**src/rtl/ex_mem_reg.sv**
```systemverilog
// EX/MEM pipeline register: captures the ALU result and ID control fields, maps overflow and
// interrupts onto exception codes, suppresses side effects of faulting slots, counts overflows.
module ex_mem_reg #(
  parameter int PC_W  = 30,
  parameter int CNT_W = 16
) (
  input  logic             clk,
  input  logic             reset,
  input  logic             stall,
  input  logic             flush,
  input  logic             int_detect,
  input  logic [PC_W-1:0]  id_pc,
  input  logic             id_en,
  input  logic             id_br_flag,
  input  logic [1:0]       id_mem_op,
  input  logic [31:0]      id_mem_wr_data,
  input  logic [1:0]       id_ctrl_op,
  input  logic [4:0]       id_dst_addr,
  input  logic             id_gpr_we,
  input  logic [2:0]       id_exp_code,
  input  logic [31:0]      alu_out,
  input  logic             alu_of,
  output logic [PC_W-1:0]  ex_pc,
  output logic             ex_en,
  output logic             ex_br_flag,
  output logic [1:0]       ex_mem_op,
  output logic [31:0]      ex_mem_wr_data,
  output logic [1:0]       ex_ctrl_op,
  output logic [4:0]       ex_dst_addr,
  output logic             ex_gpr_we,
  output logic [2:0]       ex_exp_code,
  output logic [31:0]      ex_out,
  output logic [CNT_W-1:0] ex_of_cnt
);

  localparam logic [2:0] EXP_NONE     = 3'd0;
  localparam logic [2:0] EXP_EXT_INT  = 3'd1;
  localparam logic [2:0] EXP_OVERFLOW = 3'd3;

  logic [PC_W-1:0]  pc_q,       pc_d;
  logic             en_q,       en_d;
  logic             br_flag_q,  br_flag_d;
  logic [1:0]       mem_op_q,   mem_op_d;
  logic [31:0]      wr_data_q,  wr_data_d;
  logic [1:0]       ctrl_op_q,  ctrl_op_d;
  logic [4:0]       dst_addr_q, dst_addr_d;
  logic             gpr_we_q,   gpr_we_d;
  logic [2:0]       exp_code_q, exp_code_d;
  logic [31:0]      out_q,      out_d;
  logic [CNT_W-1:0] of_cnt_q,   of_cnt_d;

  logic id_fault;
  logic of_fault;
  logic kill_side_fx;

  // An ID-side exception outranks overflow; invalid slots never raise overflow.
  assign id_fault     = id_en && (id_exp_code != EXP_NONE);
  assign of_fault     = id_en && (id_exp_code == EXP_NONE) && alu_of;
  assign kill_side_fx = !id_en || id_fault || of_fault;

  always_comb begin
    pc_d       = pc_q;
    en_d       = en_q;
    br_flag_d  = br_flag_q;
    mem_op_d   = mem_op_q;
    wr_data_d  = wr_data_q;
    ctrl_op_d  = ctrl_op_q;
    dst_addr_d = dst_addr_q;
    gpr_we_d   = gpr_we_q;
    exp_code_d = exp_code_q;
    out_d      = out_q;
    of_cnt_d   = of_cnt_q;

    if (stall) begin
      // hold everything
    end else if (flush || int_detect) begin
      pc_d       = '0;
      en_d       = 1'b0;
      br_flag_d  = 1'b0;
      mem_op_d   = '0;
      wr_data_d  = '0;
      ctrl_op_d  = '0;
      dst_addr_d = '0;
      gpr_we_d   = 1'b0;
      exp_code_d = EXP_NONE;
      out_d      = '0;
      if (!flush) begin
        // interrupt keeps the PC so the handler knows where to resume
        pc_d       = id_pc;
        en_d       = id_en;
        exp_code_d = EXP_EXT_INT;
      end
    end else begin
      pc_d       = id_pc;
      en_d       = id_en;
      br_flag_d  = id_br_flag;
      mem_op_d   = id_mem_op;
      wr_data_d  = id_mem_wr_data;
      ctrl_op_d  = id_ctrl_op;
      dst_addr_d = id_dst_addr;
      gpr_we_d   = id_gpr_we;
      exp_code_d = id_exp_code;
      out_d      = alu_out;
      if (kill_side_fx) begin
        gpr_we_d = 1'b0;
        mem_op_d = '0;
      end
      if (of_fault) begin
        exp_code_d = EXP_OVERFLOW;
        if (of_cnt_q != {CNT_W{1'b1}}) of_cnt_d = of_cnt_q + CNT_W'(1);
      end
    end
  end

  always_ff @(posedge clk) begin
    if (reset) begin
      pc_q       <= '0;
      en_q       <= 1'b0;
      br_flag_q  <= 1'b0;
      mem_op_q   <= '0;
      wr_data_q  <= '0;
      ctrl_op_q  <= '0;
      dst_addr_q <= '0;
      gpr_we_q   <= 1'b0;
      exp_code_q <= EXP_NONE;
      out_q      <= '0;
      of_cnt_q   <= '0;
    end else begin
      pc_q       <= pc_d;
      en_q       <= en_d;
      br_flag_q  <= br_flag_d;
      mem_op_q   <= mem_op_d;
      wr_data_q  <= wr_data_d;
      ctrl_op_q  <= ctrl_op_d;
      dst_addr_q <= dst_addr_d;
      gpr_we_q   <= gpr_we_d;
      exp_code_q <= exp_code_d;
      out_q      <= out_d;
      of_cnt_q   <= of_cnt_d;
    end
  end

  assign ex_pc          = pc_q;
  assign ex_en          = en_q;
  assign ex_br_flag     = br_flag_q;
  assign ex_mem_op      = mem_op_q;
  assign ex_mem_wr_data = wr_data_q;
  assign ex_ctrl_op     = ctrl_op_q;
  assign ex_dst_addr    = dst_addr_q;
  assign ex_gpr_we      = gpr_we_q;
  assign ex_exp_code    = exp_code_q;
  assign ex_out         = out_q;
  assign ex_of_cnt      = of_cnt_q;

endmodule

```
**config.mk**
```make
export PLATFORM = sky130hd
export DESIGN_NAME = ex_mem_reg
export DESIGN_NICKNAME = d
export VERILOG_FILES = /design/src/rtl/ex_mem_reg.sv
export SDC_FILE = /design/constraint.sdc
export NUM_CORES = 1
export LEC_CHECK = 0
export BUFFER_PORTS_ARGS = -buffer_cell sky130_fd_sc_hd__buf_2
export CAP_MARGIN = 20
export CELL_PAD_IN_SITES_DETAIL_PLACEMENT = 0
export CELL_PAD_IN_SITES_GLOBAL_PLACEMENT = 2
export CORE_MARGIN = 2
export CORE_UTILIZATION = 23
export CTS_BUF_LIST = sky130_fd_sc_hd__clkbuf_2 sky130_fd_sc_hd__clkbuf_4 sky130_fd_sc_hd__clkbuf_8
export DETAILED_ROUTE_END_ITERATION = 7
export PLACE_DENSITY = 0.87
export SLEW_MARGIN = 20
export SYNTH_ARGS = -nofsm -noshare
export SYNTH_HDL_FRONTEND = slang
export SYNTH_SLANG_ARGS = --single-unit
```
**constraint.sdc**
```tcl
create_clock -name clk -period 1.7 [get_ports clk]
set_input_delay 0.17 -clock clk [delete_from_list [all_inputs] [get_ports clk]]
set_output_delay 0.17 -clock clk [all_outputs]
set_load 0.02 [all_outputs]
```
==> impl_metrics.py, run 1 <==
metrics = {
    "run_status": {
        "run_status": "finished clean",
    },
    "layout": {
        "multi_input_area_um2": 1777,
        "final_nets": 933,
        "register_area_um2": 2511,
        "layout-drive-gt1-share_pct": 38.31,
        "fin_cells": 1064,
        "stdcell_area_um2": 7511,
        "syn_to_final_growth_pct": 71.27,
        "utilization_pct": 40.15,
        "fill_cells": 1843,
        "diodes": 0,
    },
    "drt": {
        "first_pass_iters": 6,
        "totalWireLength_um": 14900,
        "wire_per_inst_um": 14.00,
        "dr.first_iter.drc_count": 163,
        "vias_per_cell": 4.476,
        "drc": 0,
        "vias": 4762,
        "ant_nets": 0,
    },
    "synthesis": {
        "ys_ff_latch": 125,
        "muxShareOfSynthArea_pct": 0.2282,
        "synth_cell_type_count": 32,
        "ys_seq_area_share_pct": 57.06,
        "syn-num-nets": 578,
        "synth_top_family_by_area": "compound AO/OA/AOI/OAI gates",
        "synthSimpleGateAreaFrac_pct": 16.12,
        "synthXorXnorAreaFrac_pct": 2.197,
        "syn-cell-area_um2": 4385,
        "ys_warn_count": 0,
        "synth_compound_area_share_pct": 20.74,
        "netlist_instances": 462,
        "syn_area_per_cell_um2": 9.492,
        "synthAdderAreaFrac_pct": 0.2853,
    },
    "placed_design": {
        "dp_cells": 926,
        "portBuffers": 239,
        "place_area_um2": 6017,
        "dp_hpwl_um": 9131,
        "place.gp.congestion": 0.7085,
    },
    "grt": {
        "grt_pass1_vias": 4628,
        "grt_pass1_wl_um": 22970,
        "grt_max_degree": 113,
        "antenna_found_initial": 0,
        "grt_remaining_overflow": 0,
        "track_usage_pct": 14.26,
    },
    "die": {
        "num_rows": 50,
        "start_util_pct": 23.44,
        "die-width_um": 142.1,
        "core_um2": 18710,
        "ios": 240,
        "die_area_um2": 20190,
        "die_y_um": 142.1,
    },
    "timing": {
        "min_period_ns": 1.648,
        "setup_viol": 0,
        "worst_pin_slew_ns": 0.5519,
        "min_period_over_period_pct": 96.94,
        "hold_viol_final": 0,
        "holdWs_ns": 0.07878,
        "slew_violations": 0,
        "rsz0062_at_grt": "yes",
        "relSlewSlack_pct": 63.21,
        "max_freq_ghz": 0.6068,
        "skew_ns": 0.006113,
    },
    "critical_path": {
        "rr_startpoint": "ex_of_cnt[2]",
        "max_stage_delay_ns": 0.40,
        "endpoint_kind": "register",
        "startpoint": "ex_of_cnt[2]",
        "cp_top_family": "simple AND/OR/NAND/NOR gates",
        "cp.arrival_ns": 2.01,
        "cp-start-kind": "register",
        "crit_path_cell_trace": "and4_4, and2_4, a2111o_1, or3_1, a21oi_2",
        "crit_required_ns": 2.07,
        "worst-path-buf-inv": 0,
        "crit_slowest_cell": "a2111o_1",
        "reg2reg_depth": 5,
        "cp.depth": 5,
        "worst-path-max-fanout": 6,
        "crit_type": "reg -> reg",
    },
    "power_and_ir_drop": {
        "p_comb_share_pct": 12.1,
        "power_frac_seq_pct": 47.0,
        "leakagePower_nw": 3.414,
        "intPower_mw": 4.778,
        "ir_worst_vdd_mv": 0.4496,
        "cellPowerDensity_nw_per_um2": 859.2,
        "p_clk_share_pct": 40.9,
        "p_sw_mw": 1.675,
        "p_sw_share_pct": 25.96,
    },
    "clocking": {
        "cts-root-buf": "clkbuf_8",
        "cts_buffers": 17,
        "htree_levels": 4,
        "clk_pin_slew_worst_paths_ns": 0.08,
        "clk_latency_ns": 0.43,
        "cts_tree": "built",
        "ctsLongestPathBuffers": 2,
        "cts_sinks": 125,
    },
    "job": {
        "drv_cap": 0,
    },
    "hold_path": {
        "min_path_cells": 4,
        "min_from": "id_en",
        "min_path_type": "in -> reg",
    },
}
==> cells in the mapped netlist <==
cell / instances / area share (%)
ha_1: 1 / 0.29
xor2_1: 1 / 0.20
a22oi_1: 107 / 18
nor3_4: 1 / 0.37
nor3b_1: 1 / 0.17
nand3_1: 3 / 0.34
and2_1: 1 / 0.14
a2111oi_0: 3 / 0.60
buf_1: 8 / 0.68
inv_1: 2 / 0.17
and3_1: 1 / 0.14
a21oi_1: 6 / 0.68
o21ai_0: 3 / 0.34
nand2_1: 8 / 0.68
nand3_2: 1 / 0.23
or3_1: 3 / 0.43
a21o_1: 1 / 0.17
a2111o_1: 1 / 0.26
and4_1: 1 / 0.20
nor4b_4: 1 / 0.54
nor2_1: 125 / 11
nand4_1: 6 / 0.86
a211oi_1: 1 / 0.17
mux2i_1: 1 / 0.23
xnor2_1: 10 / 2.0
nor4b_1: 1 / 0.20
a311oi_1: 1 / 0.20
buf_2: 1 / 0.11
nor3_1: 6 / 0.68
dfxtp_1: 125 / 57
nor4_1: 3 / 0.43
clkbuf_1: 28 / 2.4
==> worst register-to-register path: stages (launching register included) <==
cell and delay (ns):
dfxtp_2 0.32, and4_4 0.20, and2_4 0.18, a2111o_1 0.40, or3_1 0.35, a21oi_2 0.13
==> layout make-up <==
cell class | instances | area share [%]
multi-input combinational | 298 | 23.65
timing repair buffer | 373 | 33.55
inverter | 2 | 0.09995
clock buffer | 19 | 3.482
sequential | 125 | 33.43
clock inverter | 13 | 1.882
tap | 234 | 3.898
==> state kept, by name (all words and copies together) (netlist names) <==
register and count:
ex_pc 30, ex_gpr_we 1, ex_out 32, ex_br_flag 1
ex_mem_wr_data 32, ex_en 1, ex_ctrl_op 2, ex_mem_op 2
ex_of_cnt 16, ex_dst_addr 5, ex_exp_code 3
==> cells in the final DEF, fill, tap and decap left out, drive strengths merged, types with 7 or more instances in the layout <==
cell	netlist	final
xnor2	10	10
nand2	8	8
nor2	125	125
dfxtp	125	125
clkinv	0	7
nor3	7	7
a22oi	107	107
dlygate4sd3	0	105
clkbuf	28	19
buf	9	268
==> path summary, 6_finish.rpt <==
| kind | to | slack, ns |
|---|---|---|
| max | ex_of_cnt[15] | 0.05 |
| min | ex_en | 0.08 |
| max reg2reg | ex_of_cnt[15] | 0.05 |
| min reg2reg | ex_of_cnt[14] | 0.47 |
==> power groups by stage <==
stage          clock [mW]  combinational (mW)  sequential (mW)
4_1_cts              2.77               0.778             3.03
3_5_place_dp            0               0.588             3.10
5_1_grt              2.90               0.841             3.04
6_report             2.64               0.779             3.03
3_3_place_gp            0               0.589             3.10
2_1_floorplan           0               0.204             3.19
==> metrics by stage <==
stage	power [mW]	setup TNS [ns]	worst slack, ns
4_1_cts	6.581	0	0.03245
6_report	6.454	0	0.05196
5_1_grt	6.785	-0.02215	-0.02123
2_1_floorplan	3.392	0	0.01619
3_3_place_gp	3.685	-0.4067	-0.1100
3_5_place_dp	3.686	-0.5978	-0.1241
==> layer usage <==
layer  part of all wire (%)  GRT usage [%]
met3                    7.7          5.316
met4                    1.4          4.737
met1                     43          17.46
met5                      0              0
met2                     47          23.16
==> kinds of logic after synthesis <==
logic type               after synthesis
buffers and inverters                 39
multiplexers                           1
XOR/XNOR                              11
AO/OA/AOI/OAI                        123
flip-flops                           125
adder cells (fa/ha/maj)                1
AND/OR/NAND/NOR                      162
==> repair_timing <==
item,in CTS,in global routing
buffers inserted,0,1
setup endpoints to repair,0,3
gates resized for setup,0,10
endpoints found under the hold margin,105,0
hold buffers,105,0
Note: power is estimated with default switching activity, not from simulation.
==> run 2, diff against run 1 <==
--- a/config.mk
+++ b/config.mk
@@ -10,10 +10,10 @@
 export CELL_PAD_IN_SITES_DETAIL_PLACEMENT = 0
 export CELL_PAD_IN_SITES_GLOBAL_PLACEMENT = 2
 export CORE_MARGIN = 2
-export CORE_UTILIZATION = 23
-export CTS_BUF_LIST = sky130_fd_sc_hd__clkbuf_2 sky130_fd_sc_hd__clkbuf_4 sky130_fd_sc_hd__clkbuf_8
+export CORE_UTILIZATION = 22
+export CTS_BUF_LIST = sky130_fd_sc_hd__clkbuf_16
 export DETAILED_ROUTE_END_ITERATION = 7
-export PLACE_DENSITY = 0.87
+export PLACE_DENSITY = 0.84
 export SLEW_MARGIN = 20
 export SYNTH_ARGS = -nofsm -noshare
 export SYNTH_HDL_FRONTEND = slang
==> run 2 against run 1 <==
  * Register-to-register slack hardly changed
  * Critical path depth up 1
  * Largest cell class unchanged
  * Cell count grew 3.4%
  * Sequential share of layout area is 1.4 points lower
  * Count of clock-buffer cells in the layout decreased by 2
  * Final area up 4.3%
  * Maximum frequency increased by 0.48%
  * Critical endpoint is now ex_of_cnt[13]
  * Clock power up 53%
  * First-iteration DRC count up 6.1%
==> impl_metrics.py, run 2 (same netlist as run 1, synthesis figures left out) <==
metrics = {
    "run_status": {
        "run_status": "finished clean",
    },
    "placed_design": {
        "place.gp.congestion": 0.7127,
        "dp_hpwl_um": 9641,
        "place_ws_ns": -0.09612,
        "portBuffers": 239,
    },
    "job": {
        "drv_cap": 0,
    },
    "clocking": {
        "cts_tree": "built",
        "htree_levels": 4,
        "cts_sinks": 125,
        "cts_buffers": 17,
        "clk_latency_ns": 0.40,
        "clk_pin_slew_worst_paths_ns": 0.06,
        "ctsLongestPathBuffers": 2,
        "cts-root-buf": "clkbuf_16",
    },
    "die": {
        "ios": 240,
        "num_rows": 51,
        "die-width_um": 145.2,
        "core_um2": 19530,
        "die_y_um": 145.2,
        "die_area_um2": 21080,
        "start_util_pct": 22.46,
    },
    "layout": {
        "multi_input_area_um2": 1794,
        "fill_cells": 1965,
        "final_nets": 938,
        "diodes": 0,
        "layout-drive-gt1-share_pct": 38.68,
        "final_cell_mix": "buf_2, nor2_1, dfxtp_1",
        "register_area_um2": 2511,
        "syn_to_final_growth_pct": 78.66,
        "final_common_cell": "buf_2",
        "utilization_pct": 40.13,
    },
    "power_and_ir_drop": {
        "p_sw_share_pct": 22.13,
        "intPower_mw": 6.118,
        "p_clk_share_pct": 51.5,
        "cellPowerDensity_nw_per_um2": 1003,
        "power_frac_seq_pct": 38.7,
        "p_sw_mw": 1.738,
        "leakagePower_nw": 3.557,
        "p_comb_share_pct": 9.9,
        "ir_worst_vdd_mv": 0.6134,
    },
    "critical_path": {
        "cp.arrival_ns": 1.98,
        "endpoint_kind": "register",
        "crit_type": "reg -> reg",
        "cp_top_family": "compound AO/OA/AOI/OAI gates",
        "max_stage_delay_ns": 0.48,
        "cp-start-kind": "register",
        "worst-path-max-fanout": 5,
        "crit_path_cell_trace": "ha_4, nand2_2, nor3_4, a2111o_1, or3_4, a21oi_2",
        "crit_slowest_cell": "a2111o_1",
        "crit_required_ns": 2.04,
        "worst-path-buf-inv": 0,
    },
    "drt": {
        "vias_per_cell": 4.325,
        "first_pass_iters": 5,
        "vias": 4758,
        "totalWireLength_um": 15100,
        "drc": 0,
        "dr.first_iter.drc_count": 173,
        "ant_nets": 0,
        "wire_per_inst_um": 13.73,
    },
    "timing": {
        "slew_violations": 0,
        "rsz0062_at_grt": "yes",
        "min_period_over_period_pct": 96.48,
        "setup_viol": 0,
        "fin_setup_tns_ns": 0,
        "min_period_ns": 1.640,
        "hold_viol_final": 0,
        "max_freq_ghz": 0.6097,
        "fin_ws_ns": 0.05982,
        "skew_ns": 0.002212,
        "relSlewSlack_pct": 62.91,
        "worst_pin_slew_ns": 0.5423,
    },
    "grt": {
        "antenna_found_initial": 0,
        "track_usage_pct": 13.93,
        "grt_pass1_vias": 4740,
        "grt_remaining_overflow": 0,
        "grt_pass1_wl_um": 23990,
        "grt_max_degree": 82,
    },
    "hold_path": {
        "min_path_type": "in -> reg",
    },
}
## run 2: cell type report
type	count	area share (%)
inverters	2	0.09582
well taps	265	4.232
flip-flops and latches	125	32.05
repair buffers	378	32.42
clock inverters	15	2.874
multi-input cells	298	22.90
clock buffers	17	5.430
## run 2: timing repair
item / CTS / global route
setup buffers: 0 / 1
endpoints found under the hold margin: 103 / 0
resized for setup: 0 / 14
hold buffers: 103 / 0
endpoints found under the setup margin: 0 / 5
## run 2: final timing paths
check / end / slack, ns / cells after the start / start
worst min-delay path: ex_out[29] / 0.02 / 3 / alu_out[29]
worst max register to register: ex_of_cnt[13] / 0.06 / 6 / ex_of_cnt[1]
worst min register to register: ex_exp_code[0] / 0.50 / 2 / ex_exp_code[0]
worst max-delay path: ex_of_cnt[13] / 0.06 / 6 / ex_of_cnt[1]
## run 2: worst reg2reg max path: cells and delay by family (launching register included)
family / cells / cell delay, ns
compound gates: 2 / 0.59
simple gates: 3 / 0.48
fa+ha+maj: 1 / 0.17
flops: 1 / 0.34
## run 2: metrics by stage
stage               cells  cell area [um^2]  power [mW]  hold WS [ns]
finish               1100              7835       7.856       0.02034
global route         1100              7835       8.200       0.04332
CTS                  1099              7777       7.997      0.001685
detailed placement    964              6096       3.692        0.4075
global placement      964              6096       3.690        0.3980
floorplan             462              4400       3.392        0.3141
## run 2: routing by layer
metal	vias to the layer above	track usage [%]	routed length, um
met4	0	4.510	263
met3	22	5.063	958
met2	153	22.95	7147
met1	2211	16.92	6731
met5	-	0	0
li1	2372	-	-
## run 2: power by group through the flow
stage	clock, mW	combinational [mW]	sequential [mW]
after floorplan	0	0.204	3.19
after global placement	0	0.593	3.10
after detailed placement	0	0.595	3.10
after CTS	4.18	0.782	3.03
after global routing	4.32	0.841	3.04
final	4.04	0.776	3.04
==> run 3, diff against run 2 <==
--- a/config.mk
+++ b/config.mk
@@ -13,6 +13,7 @@
 export CORE_UTILIZATION = 22
 export CTS_BUF_LIST = sky130_fd_sc_hd__clkbuf_16
 export DETAILED_ROUTE_END_ITERATION = 7
+export GPL_TIMING_DRIVEN = 0
 export PLACE_DENSITY = 0.84
 export SLEW_MARGIN = 20
 export SYNTH_ARGS = -nofsm -noshare
==> run 3 against run 2 <==
  * The run now ends with setup timing left
  * Final area is 2.0% lower
  * Via count is 1.4% higher
  * Worst setup slack worse by 0.12 ns
  * Non-clock buffer count is 9 higher
  * First-iteration DRC count is 8.1% higher
  * Routed wire length is 7.7% higher
  * Sequential cell count stayed put
  * Sequential power hardly changed
  * Critical endpoint unchanged
  * Largest power group unchanged
==> impl_metrics.py, run 3 (same netlist as run 1, synthesis figures left out) <==
metrics = {
    "placed_design": {
        "dp_hpwl_um": 11060,
        "place_ws_ns": -0.4047,
        "dp_cells": 965,
        "place_area_um2": 5923,
        "place.gp.congestion": 0.7301,
        "portBuffers": 238,
    },
    "die": {
        "start_util_pct": 22.46,
        "die_y_um": 145.2,
        "core_um2": 19530,
        "die_area_um2": 21080,
        "num_rows": 51,
        "die-width_um": 145.2,
        "ios": 240,
    },
    "grt": {
        "grt_pass1_wl_um": 26050,
        "antenna_found_initial": 0,
        "grt_remaining_overflow": 0,
        "grt_max_degree": 17,
        "track_usage_pct": 15.51,
        "grt_pass1_vias": 5073,
    },
    "drt": {
        "vias": 4824,
        "dr.first_iter.drc_count": 187,
        "ant_nets": 0,
        "totalWireLength_um": 16260,
        "wire_per_inst_um": 14.68,
        "vias_per_cell": 4.354,
        "first_pass_iters": 4,
        "drc": 0,
    },
    "clocking": {
        "clk_pin_slew_worst_paths_ns": 0.05,
        "cts_tree": "built",
        "cts_sinks": 125,
        "clk_latency_ns": 0.41,
        "cts_buffers": 17,
        "cts-root-buf": "clkbuf_16",
        "htree_levels": 4,
        "ctsLongestPathBuffers": 2,
    },
    "layout": {
        "fin_cells": 1108,
        "final_cell_mix": "buf_2, nor2_1, dfxtp_1",
        "final_nets": 947,
        "final_common_cell": "buf_2",
        "diodes": 0,
        "stdcell_area_um2": 7675,
        "syn_to_final_growth_pct": 75.01,
        "layout-drive-gt1-share_pct": 35.11,
    },
    "timing": {
        "skew_ns": 0.005021,
        "setup_viol": 3,
        "max_freq_ghz": 0.5674,
        "min_period_ns": 1.762,
        "min_period_over_period_pct": 103.7,
        "rsz0062_at_grt": "yes",
        "fin_ws_ns": -0.06246,
        "hold_viol_final": 0,
        "relSlewSlack_pct": 56.23,
        "slew_violations": 0,
        "worst_pin_slew_ns": 0.6566,
    },
    "critical_path": {
        "crit_required_ns": 2.04,
        "rr_startpoint": "ex_of_cnt[2]",
        "endpoint_kind": "register",
        "cp-start-kind": "register",
        "crit_type": "reg -> reg",
        "startpoint": "ex_of_cnt[2]",
        "reg2reg_depth": 5,
        "cp.arrival_ns": 2.10,
        "worst-path-max-fanout": 5,
    },
    "power_and_ir_drop": {
        "leakagePower_nw": 3.446,
        "ir_worst_vdd_mv": 0.6597,
        "power_mw": 7.493,
        "cellPowerDensity_nw_per_um2": 976.2,
    },
    "hold_path": {
        "min_path_type": "in -> reg",
        "min_from": "alu_out[6]",
        "min_path_cells": 3,
    },
    "run_status": {
        "violations": "setup timing",
        "run_status": "finished with violations",
    },
    "job": {
        "drv_cap": 0,
    },
}
==> run 3: changes by cell type in the layout (fill, tap and decap cells not counted), sizes merged <==
cell and delta:
buf -18, clkbuf +28, inv +6, dlygate4sd3 -1, bufinv -2, clkinv -5
==> run 3: final timing paths <==
path	end	slack, ns
worst max-delay path	ex_of_cnt[13]	-0.06
worst max register to register	ex_of_cnt[13]	-0.06
worst min-delay path	ex_out[6]	0.01
worst min register to register	ex_pc[28]	0.49
==> run 3: worst max-delay path, cell delays in order (launching register included) <==
cell and delay, ns:
dfxtp_4 0.34, and4_4 0.20, and2_4 0.17, a2111o_1 0.48, or3_4 0.39, a21oi_2 0.11
==> run 3: per-layer routing <==
layer | track usage, % | wire length, um
met4 | 5.686 | 278
met2 | 26.12 | 7773
met3 | 5.283 | 1080
met1 | 18.32 | 7130
met5 | 0 | 0
==> run 3: metrics by stage <==
stage,util [%],setup TNS (ns),hold slack [ns]
after global routing,39.31,-0.4734,0.03052
after global placement,30.33,-22.35,0.3985
after floorplan,-,0,0.3141
after CTS,39.15,-0.01056,0.001120
final,39.31,-0.1165,0.01249
after detailed placement,30.33,-25.08,0.4089
==> run 3: where the power goes <==
part | leakage, nW | switching, mW | internal [mW]
combinational | 2.12 | 0.389 | 0.378
clock | 0.308 | 1.30 | 2.40
sequential | 1.02 | 0.0353 | 3.00
==> run 3: cell type report <==
type / count / area, um^2
Fill cell: 1977 / 11850
Sequential cell: 125 / 2526
Timing Repair Buffer: 350 / 2287
Multi-Input combinational cell: 298 / 1792
Clock buffer: 17 / 425.4
Tap cell: 265 / 331.6
Clock inverter: 14 / 163.9
Buffer: 37 / 141.4
Inverter: 2 / 7.507
==> run 3: repair_timing <==
item	in CTS	in global routing
resized for setup	15	6
hold endpoints to repair	102	0
pin swaps	7	3
hold buffers	102	0
setup buffers	9	1
setup endpoints to repair	6	58
